===== src/rtl/hilo_multiplier_if.sv =====
// hilo_multiplier_if
//   Request/response bundle between the register-read stage and the HI/LO
//   multiplier.
//   Signal  : function code (shared with the writeback selector)
//   start   : request strobe, only meaningful when Signal is MULTU
//   dataA   : multiplicand (rs)
//   dataB   : multiplier (rt)
//   busy    : multiply in progress
//   done    : one-cycle pulse when HI/LO were just committed
//   HiOut   : HI register
//   LoOut   : LO register
interface hilo_multiplier_if #(
  parameter int WIDTH = 32
);
  logic [5:0]       Signal;
  logic             start;
  logic [WIDTH-1:0] dataA;
  logic [WIDTH-1:0] dataB;
  logic             busy;
  logic             done;
  logic [WIDTH-1:0] HiOut;
  logic [WIDTH-1:0] LoOut;

  modport master (
    output Signal, start, dataA, dataB,
    input  busy, done, HiOut, LoOut
  );

  modport slave (
    input  Signal, start, dataA, dataB,
    output busy, done, HiOut, LoOut
  );
endinterface


===== src/rtl/hilo_multiplier.sv =====
// hilo_multiplier
//   Sequential unsigned shift-add multiplier (MULTU) that owns HI/LO.
//   One iteration per clock; the full 2*WIDTH product commits to HI/LO in
//   a single edge, so MFHI/MFLO never observe a half-updated pair.
//   clk   : single clock, rising edge
//   reset : synchronous, active-low; clears every register
//   bus   : slave side of hilo_multiplier_if (request in, busy/done/HI/LO out)
//   CNT_W must satisfy 2**CNT_W > WIDTH so the counter can reach WIDTH-1.
module hilo_multiplier #(
  parameter int         WIDTH = 32,
  parameter int         CNT_W = 6,
  parameter logic [5:0] MULTU = 6'b011001
) (
  input  logic               clk,
  input  logic               reset,
  hilo_multiplier_if.slave   bus
);

  typedef enum logic {IDLE, RUN} state_t;

  state_t             state_reg, state_next;
  logic [CNT_W-1:0]   cnt_reg, cnt_next;
  logic [2*WIDTH-1:0] prod_reg, prod_next;
  logic [WIDTH-1:0]   mcand_reg, mcand_next;
  logic [WIDTH-1:0]   hi_reg, hi_next;
  logic [WIDTH-1:0]   lo_reg, lo_next;
  logic               busy_reg, busy_next;
  logic               done_reg, done_next;

  // One shift-add step. The add is WIDTH+1 bits so the carry out of the
  // upper half is shifted back in instead of being lost.
  logic [WIDTH:0]     sum;
  logic [2*WIDTH-1:0] step;

  always_comb begin
    sum  = {1'b0, prod_reg[2*WIDTH-1:WIDTH]}
         + (prod_reg[0] ? {1'b0, mcand_reg} : {(WIDTH+1){1'b0}});
    step = {sum, prod_reg[WIDTH-1:1]};
  end

  always_comb begin
    state_next = state_reg;
    cnt_next   = cnt_reg;
    prod_next  = prod_reg;
    mcand_next = mcand_reg;
    hi_next    = hi_reg;
    lo_next    = lo_reg;
    busy_next  = busy_reg;
    done_next  = 1'b0;

    case (state_reg)
      IDLE: begin
        if (bus.start && (bus.Signal == MULTU)) begin
          // Operands are captured only here; the bus may change afterwards.
          mcand_next = bus.dataA;
          prod_next  = {{WIDTH{1'b0}}, bus.dataB};
          cnt_next   = '0;
          busy_next  = 1'b1;
          state_next = RUN;
        end
      end
      RUN: begin
        prod_next = step;
        cnt_next  = cnt_reg + 1'b1;
        // Last iteration: commit the freshly computed product directly so
        // HI/LO update on the same edge that busy drops.
        if (cnt_reg == CNT_W'(WIDTH - 1)) begin
          hi_next    = step[2*WIDTH-1:WIDTH];
          lo_next    = step[WIDTH-1:0];
          done_next  = 1'b1;
          busy_next  = 1'b0;
          state_next = IDLE;
        end
      end
      default: begin
        state_next = IDLE;
        busy_next  = 1'b0;
      end
    endcase
  end

  always_ff @(posedge clk) begin
    if (!reset) begin
      state_reg <= IDLE;
      cnt_reg   <= '0;
      prod_reg  <= '0;
      mcand_reg <= '0;
      hi_reg    <= '0;
      lo_reg    <= '0;
      busy_reg  <= 1'b0;
      done_reg  <= 1'b0;
    end else begin
      state_reg <= state_next;
      cnt_reg   <= cnt_next;
      prod_reg  <= prod_next;
      mcand_reg <= mcand_next;
      hi_reg    <= hi_next;
      lo_reg    <= lo_next;
      busy_reg  <= busy_next;
      done_reg  <= done_next;
    end
  end

  assign bus.busy  = busy_reg;
  assign bus.done  = done_reg;
  assign bus.HiOut = hi_reg;
  assign bus.LoOut = lo_reg;

endmodule

===== src/flat_wrapper.sv =====
// flat-port wrapper written by rule: the top's interface ports become plain ports
module hilo_multiplier_flat 
#(
  parameter int         WIDTH = 32,
  parameter int         CNT_W = 6,
  parameter logic [5:0] MULTU = 6'b011001
)
  (clk, reset, bus_Signal, bus_start, bus_dataA, bus_dataB, bus_busy, bus_done, bus_HiOut, bus_LoOut);
  hilo_multiplier_if #(.WIDTH(WIDTH)) bus_i ();
  input  logic clk;
  input  logic reset;
  input wire logic [$bits(bus_i.Signal)-1:0] bus_Signal;
  input wire logic [$bits(bus_i.start)-1:0] bus_start;
  input wire logic [$bits(bus_i.dataA)-1:0] bus_dataA;
  input wire logic [$bits(bus_i.dataB)-1:0] bus_dataB;
  output wire logic [$bits(bus_i.busy)-1:0] bus_busy;
  output wire logic [$bits(bus_i.done)-1:0] bus_done;
  output wire logic [$bits(bus_i.HiOut)-1:0] bus_HiOut;
  output wire logic [$bits(bus_i.LoOut)-1:0] bus_LoOut;
  assign bus_i.Signal = bus_Signal;
  assign bus_i.start = bus_start;
  assign bus_i.dataA = bus_dataA;
  assign bus_i.dataB = bus_dataB;
  assign bus_busy = bus_i.busy;
  assign bus_done = bus_i.done;
  assign bus_HiOut = bus_i.HiOut;
  assign bus_LoOut = bus_i.LoOut;
  hilo_multiplier #(.WIDTH(WIDTH), .CNT_W(CNT_W), .MULTU(MULTU)) u_core (.clk(clk), .reset(reset), .bus(bus_i));
endmodule

===== config.mk =====
export PLATFORM = sky130hd
export DESIGN_NAME = hilo_multiplier_flat
export DESIGN_NICKNAME = d
export VERILOG_FILES = /design/src/rtl/hilo_multiplier_if.sv /design/src/rtl/hilo_multiplier.sv /design/src/flat_wrapper.sv
export SDC_FILE = /design/constraint.sdc
export NUM_CORES = 1
export LEC_CHECK = 0
export BUFFER_PORTS_ARGS = -buffer_cell sky130_fd_sc_hd__buf_2
export CORE_MARGIN = 2
export CORE_UTILIZATION = 31
export DETAILED_ROUTE_END_ITERATION = 16
export GPL_TIMING_DRIVEN = 0
export SYNTH_ARGS = -nofsm -noshare
export SYNTH_HDL_FRONTEND = slang
export SYNTH_SLANG_ARGS = --single-unit

===== constraint.sdc =====
create_clock -name clk -period 7 [get_ports clk]
set_input_delay 1.4 -clock clk [delete_from_list [all_inputs] [get_ports clk]]
set_output_delay 1.4 -clock clk [all_outputs]
set_load 0.005 [all_outputs]

==> impl_metrics.yaml, run 1 <==
drt:
  drc: 0
  wl_per_cell_um: 15.55
  drt_pass1_iterations: 7
  dr.first_iter.drc_count: 479
  wirelength_mm: 23.61
  via_per_inst: 4.855
  vias: 7375
  antenna_left: 0
timing:
  tightest_slew_ns: 0.7476
  fin_crit_sh: 0.5242
  fmax_mhz: 272.5
  setup_slack_ns: 3.330
  finalHoldViolations: 0
  clock_skew_ns: 0.01423
  whs_ns: 0.4508
  tns_ns: 0
  slew_headroom: 0.5016
  setup_viol: 0
  drv_slew: 0
  period_minus_slack_ns: 3.670
  rsz0062_at_grt: "false"
die:
  initial_utilization: 0.3174
  io_pins: 139
  fp.dieH_um: 164.8
  dieArea_mm2: 0.02716
  die_w_um: 164.8
  row_count: 58
  core_mm2: 0.02525
final_layout:
  largest_reg_flops: 64
  area_delta_synth_final_pct: 20.95
  nets: 1280
  layout-drive-gt1-share: 0.1526
worst_setup_path:
  ff2ff_path_depth: 11
  cp.required_ns: 7.35
  cp_slowest_stage_delay_ns: 0.60
  crit_chain: "buf_2 > nand4b_1 > nor4b_1 > clkbuf_1 > nor2b_1 > clkbuf_1 > clkbuf_1 > nand2_1 > a21oi_1"
  r2r-start: "u_core.prod_reg[0]"
  setup.worst_path.start: "bus_Signal[5]"
  timing.rr.end: "u_core.bus.HiOut[25]"
  critical_path.top_delay_family: "buffers and inverters"
  cpMaxStageDelayCell: "nor4b_1"
  cp.arrival_ns: 4.02
  cpMostUsedCell: "clkbuf_1"
  ff2ff_setup_slack_ns: 3.47
  timing_worst_setup_path_type: "in -> reg"
  startpoint_type: "primary input"
  critPathCaptureType: "flop"
  crit_path_max_fanout: 10
  worst-path-buf-inv: 4
global_route:
  grt_pass1_vias: 7183
  antenna_found_initial: 3
  grt_util_all_layers: 0.1745
  overflow: 0
  grt_max_degree: 17
  grt_pass1_wl_mm: 37.01
yosys:
  async_flop_share: 0
  synth_top_flop_cell: "dfxtp_1"
  ys_types: 50
  synth_cells: 1016
  syn-num-nets: 1123
  yosys_register_bits: 169
  yosysSeqAreaShare: 0.4221
  yosysWarnings: 0
  synth_top_area_share: 0.4221
  synth_edf_count: 0
  syn_area_mm2: 0.008015
  synthTopCellsByArea: "dfxtp_1, a21oi_1, nand2_1"
  synth_top_area_cell: "dfxtp_1"
  syn_area_per_cell_um2: 7.889
min_path:
  holdPathEnd: "u_core.bus.busy"
  hold_class: "reg -> reg"
  min_from: "u_core.bus.busy"
  min_path_cells: 2
power:
  combPwrFrac: 0.027
  power.switching_uw: 465.6
  p_int_mw: 1.481
  peakVddDrop_mv: 0.1143
  p_per_area_mw_per_mm2: 200.8
  swShare: 0.2392
  power_frac_clock: 0.478
  p_seq_frac: 0.495
  p_leak_nw: 3.962
clock_network:
  clock_sinks: 169
  cts_buffers: 17
  cts_tree: "done"
  clock_latency_ns: 0.44
  post_cts_buffers: 0
  cts.repair.resized: 0
  cts_root_buf: "clkbuf_16"
  path_clk_slew_ns: 0.07
  htree_levels: 4
  hold_buffers: 0
  cts_buffer_depth: 2
run:
  cap_violations: 0
placed_design:
  gp_congestion: 0.8640
  hpwl_mm: 17.39
  port_buffers: 138
  pre_cts_ws_ns: 2.889
outcome:
  status: "completed"
[Yosys cell counts (all sizes together) (2+ instances only)]
cell type,n
a211oi,3
a21boi,3
a21o,12
a21oi,164
a22o,10
a311oi,2
a31o,2
a31oi,10
and2,33
and4,2
buf,8
clkbuf,65
dfxtp,169
ha,33
inv,14
mux2i,33
nand2,207
nand2b,4
nand3,19
nand4,13
nor2,92
nor2b,2
nor3,4
nor3b,11
o211ai,4
o21a,6
o21ai,36
o21bai,5
o31a,2
o31ai,2
or2,3
or4,2
xnor2,11
xor2,19
[kinds of logic (layout without fill, tap and decap cells)]
logic type               Yosys count  in the layout  share of synthesized area
AND/OR/NAND/NOR                  397            397                     0.2170
AO/OA/AOI/OAI                    266            266                     0.1919
flip-flops                       169            169                     0.4221
buffers and inverters             87            257                    0.04105
adder cells (fa/ha/maj)           34             34                    0.05401
multiplexers                      33             33                    0.04121
XOR/XNOR                          30             30                    0.03278
other                              0              3                          0
[final cells by class]
class	count	area [µm²]
fillers	2678	15560
multi-input cells	760	4303
flip-flops and latches	169	3383
repair buffers	138	690.7
clock buffers	17	425.4
well taps	330	412.9
plain buffers	73	276.5
clock inverters	15	142.6
inverters	14	52.55
diodes	3	7.507
[worst min-delay path: cells and delay by family (launching register included)]
kind	cells	cell delay [ns]
DFF	1	0.31
AOI/OAI and AO/OA	1	0.05
and+or+nand+nor	1	0.05
[through the flow]
| step | utilization | instance area (µm²) | std cells | power [mW] |
|---|---|---|---|---|
| 6_report | 0.3839 | 9694 | 1519 | 1.947 |
| 3_5_place_dp | 0.3611 | 9119 | 1484 | 1.040 |
| 2_1_floorplan | - | 8015 | 1016 | 1.006 |
| 4_1_cts | 0.3836 | 9687 | 1516 | 1.966 |
| 5_1_grt | 0.3838 | 9692 | 1518 | 2.011 |
| 3_3_place_gp | 0.3611 | 9119 | 1484 | 1.040 |
[worst max path at each step]
stage	end	slack, ns	cells past startpoint
after floorplan	u_core.prod_reg[24]	3.80	8
after global placement	u_core.mcand_reg[1]	2.91	9
after detailed placement	u_core.mcand_reg[1]	2.89	9
after CTS	u_core.mcand_reg[1]	3.32	9
after global routing	u_core.mcand_reg[1]	3.15	9
final	u_core.mcand_reg[1]	3.33	9
[power groups by stage]
stage	Clock, mW	Sequential, mW	Combinational [mW]
6_report	0.930	0.963	0.0535
5_1_grt	0.988	0.963	0.0593
4_1_cts	0.948	0.963	0.0545
3_5_place_dp	0	0.986	0.0543
3_3_place_gp	0	0.986	0.0545
2_1_floorplan	0	0.985	0.0205
[metal layers]
layer,vias to the layer above,track usage,part of all wire
met5,-,0,0
met4,0,0.07154,0.026
met3,38,0.03616,0.046
met2,155,0.2762,0.45
met1,3394,0.2316,0.48
li1,3788,-,-
[layout by cell type (no fill, tap or decap), types with 3 or more instances in the layout]
cell / instances
a211oi_1: 3
a21boi_1: 3
a21o_1: 12
a21oi_1: 163
a22o_1: 10
a31oi_1: 10
and2_1: 33
buf_1: 6
buf_2: 140
clkbuf_1: 65
clkbuf_16: 17
clkinv_2: 4
clkinv_4: 4
dfxtp_1: 169
diode_2: 3
ha_1: 33
inv_1: 14
inv_6: 4
mux2i_1: 33
nand2_1: 207
nand2b_1: 4
nand3_1: 19
nand4_1: 13
nor2_1: 92
nor3_1: 4
nor3b_1: 11
o211ai_1: 4
o21a_1: 6
o21ai_0: 15
o21ai_1: 21
o21bai_1: 5
xnor2_1: 11
xor2_1: 19
Power figures use the tool's default switching activity.
==> run 2, diff against run 1 <==
- clock period: 7 -> 3.2 ns (I/O delays scaled with it)
==> impl_metrics.yaml, run 2 (same netlist as run 1, synthesis figures left out) <==
worst_setup_path:
  cpMaxStageDelayCell: "or4_1"
  cp_slowest_stage_delay_ns: 0.42
  critical_path.top_delay_family: "compound AO/OA/AOI/OAI gates"
  timing_worst_setup_path_type: "reg -> reg"
  cp.arrival_ns: 3.40
  critPathCaptureType: "flop"
  crit_path_max_fanout: 6
  cp.required_ns: 3.57
  crit_chain: "and2_1 > ha_1 > inv_1 > fa_1 > nand2b_1 > a21o_1 > a31o_2 > o21a_1 > o31ai_4 > a21boi_2 > or4_1 > nand3_1"
  startpoint_type: "flop"
  worst-path-buf-inv: 1
  cp_num_cells: 12
  ff2ff_path_depth: 12
placed_design:
  hpwl_mm: 17.39
  pre_cts_ws_ns: -0.3096
  gp_congestion: 0.8640
  dp_cells: 1484
  port_buffers: 138
final_layout:
  final_cells: 1520
  area_delta_synth_final_pct: 21.59
  layout_common_cells: "nand2_1, dfxtp_1, a21oi_1"
  layout-drive-gt1-share: 0.1618
  nets: 1281
  final_common_cell: "nand2_1"
  largest_reg_flops: 64
  nFillCells: 2678
global_route:
  overflow: 0
  grt_pass1_vias: 7190
  use_met1: 0.2316
  grt_pass1_wl_mm: 37.05
  grt_util_all_layers: 0.1746
  antenna_found_initial: 3
  grt_use_met3: 0.03616
  gr-max-usage-layer: "met2"
  grt_max_degree: 17
  use_met2: 0.2767
timing:
  clock_skew_ns: 0.01372
  slew_headroom: 0.4976
  tightest_slew_ns: 0.7535
  fmax_mhz: 330.2
  whs_ns: 0.4462
  setup_viol: 0
  setup_slack_ns: 0.1715
  tns_ns: 0
  period_minus_slack_ns: 3.028
  rsz0062_at_grt: "false"
  finalHoldViolations: 0
  drv_slew: 0
  fin_crit_sh: 0.9464
drt:
  wirelength_mm: 23.64
  antenna_left: 0
  drc: 0
  via_per_inst: 4.847
  wl_per_cell_um: 15.55
  drt_pass1_iterations: 8
  dr.first_iter.drc_count: 541
  vias: 7367
power:
  swShare: 0.2384
  combPwrFrac: 0.028
  power_frac_clock: 0.477
  peakVddDrop_mv: 0.2493
  p_leak_nw: 3.989
  power.switching_mw: 1.014
  p_per_area_mw_per_mm2: 436.5
  p_int_mw: 3.240
  p_seq_frac: 0.495
  power_mw: 4.254
clock_network:
  clock_latency_ns: 0.43
  clock_sinks: 169
  cts_buffers: 17
  cts_buffer_depth: 2
  htree_levels: 4
  cts_root_buf: "clkbuf_16"
  path_clk_slew_ns: 0.07
  cts_tree: "done"
  hold_buffers: 0
die:
  core_mm2: 0.02525
  io_pins: 139
  die_w_um: 164.8
  dieArea_mm2: 0.02716
  fp.dieH_um: 164.8
  initial_utilization: 0.3174
  row_count: 58
run:
  cap_violations: 0
min_path:
  hold_class: "in -> reg"
  min_path_cells: 3
outcome:
  status: "completed"
==> run 2: changes by cell type in the layout (fill, tap and decap cells not counted), sizes merged <==
cell / before / now
buf: 146 / 148
clkbuf: 82 / 81
==> run 2: power groups by stage <==
stage	Sequential, mW	Clock (mW)	Combinational, mW
floorplan	2.16	0	0.0449
global placement	2.16	0	0.119
detailed placement	2.16	0	0.119
CTS	2.11	2.07	0.119
global route	2.11	2.16	0.130
finish	2.11	2.03	0.117
==> run 2: repair_timing <==
| action | 4_1_cts | 5_1_grt |
|---|---|---|
| resized for setup | 6 | 7 |
| setup buffers | 0 | 2 |
| pin swaps | 0 | 3 |
| endpoints found under the hold margin | 0 | 0 |
| setup endpoints to repair | 19 | 15 |
==> run 2: final timing paths <==
| check | from | endpoint | slack [ns] |
|---|---|---|---|
| max reg2reg | u_core.prod_reg[0] | u_core.bus.HiOut[25] | 0.17 |
| min | bus_dataA[3] | u_core.mcand_reg[3] | 0.45 |
| min reg2reg | u_core.bus.busy | u_core.bus.busy | 0.45 |
| max | u_core.prod_reg[0] | u_core.bus.HiOut[25] | 0.17 |
==> run 2: final cells by class <==
cell class | count | area, µm² | area share
repair buffers | 140 | 705.7 | 0.07241
inverters | 14 | 52.55 | 0.005392
well taps | 330 | 412.9 | 0.04237
multi-input cells | 760 | 4333 | 0.4446
clock inverters | 15 | 142.6 | 0.01464
clock buffers | 17 | 425.4 | 0.04365
plain buffers | 72 | 279.0 | 0.02863
diodes | 3 | 7.507 | 0.0007703
flip-flops and latches | 169 | 3387 | 0.3475
==> run 2: worst register-to-register path: stages, from the launching register on <==
cell      delay, ns
dfxtp_4        0.38
and2_1         0.16
ha_1           0.20
inv_1          0.06
fa_1           0.39
nand2b_1       0.19
a21o_1         0.18
a31o_2         0.23
o21a_1         0.28
o31ai_4        0.27
a21boi_2       0.11
or4_1          0.42
nand3_1        0.09
==> run 2: routing by layer <==
layer / wire length (µm) / part of all wire
met5: 0 / 0
met4: 586 / 0.025
met3: 1050 / 0.044
met2: 10760 / 0.46
met1: 11240 / 0.48
==> run 2: per-stage QoR <==
step / area [µm²] / util
after floorplan: 8015 / -
after global placement: 9119 / 0.3611
after detailed placement: 9119 / 0.3611
after CTS: 9706 / 0.3843
after global routing: 9743 / 0.3858
final: 9746 / 0.3859
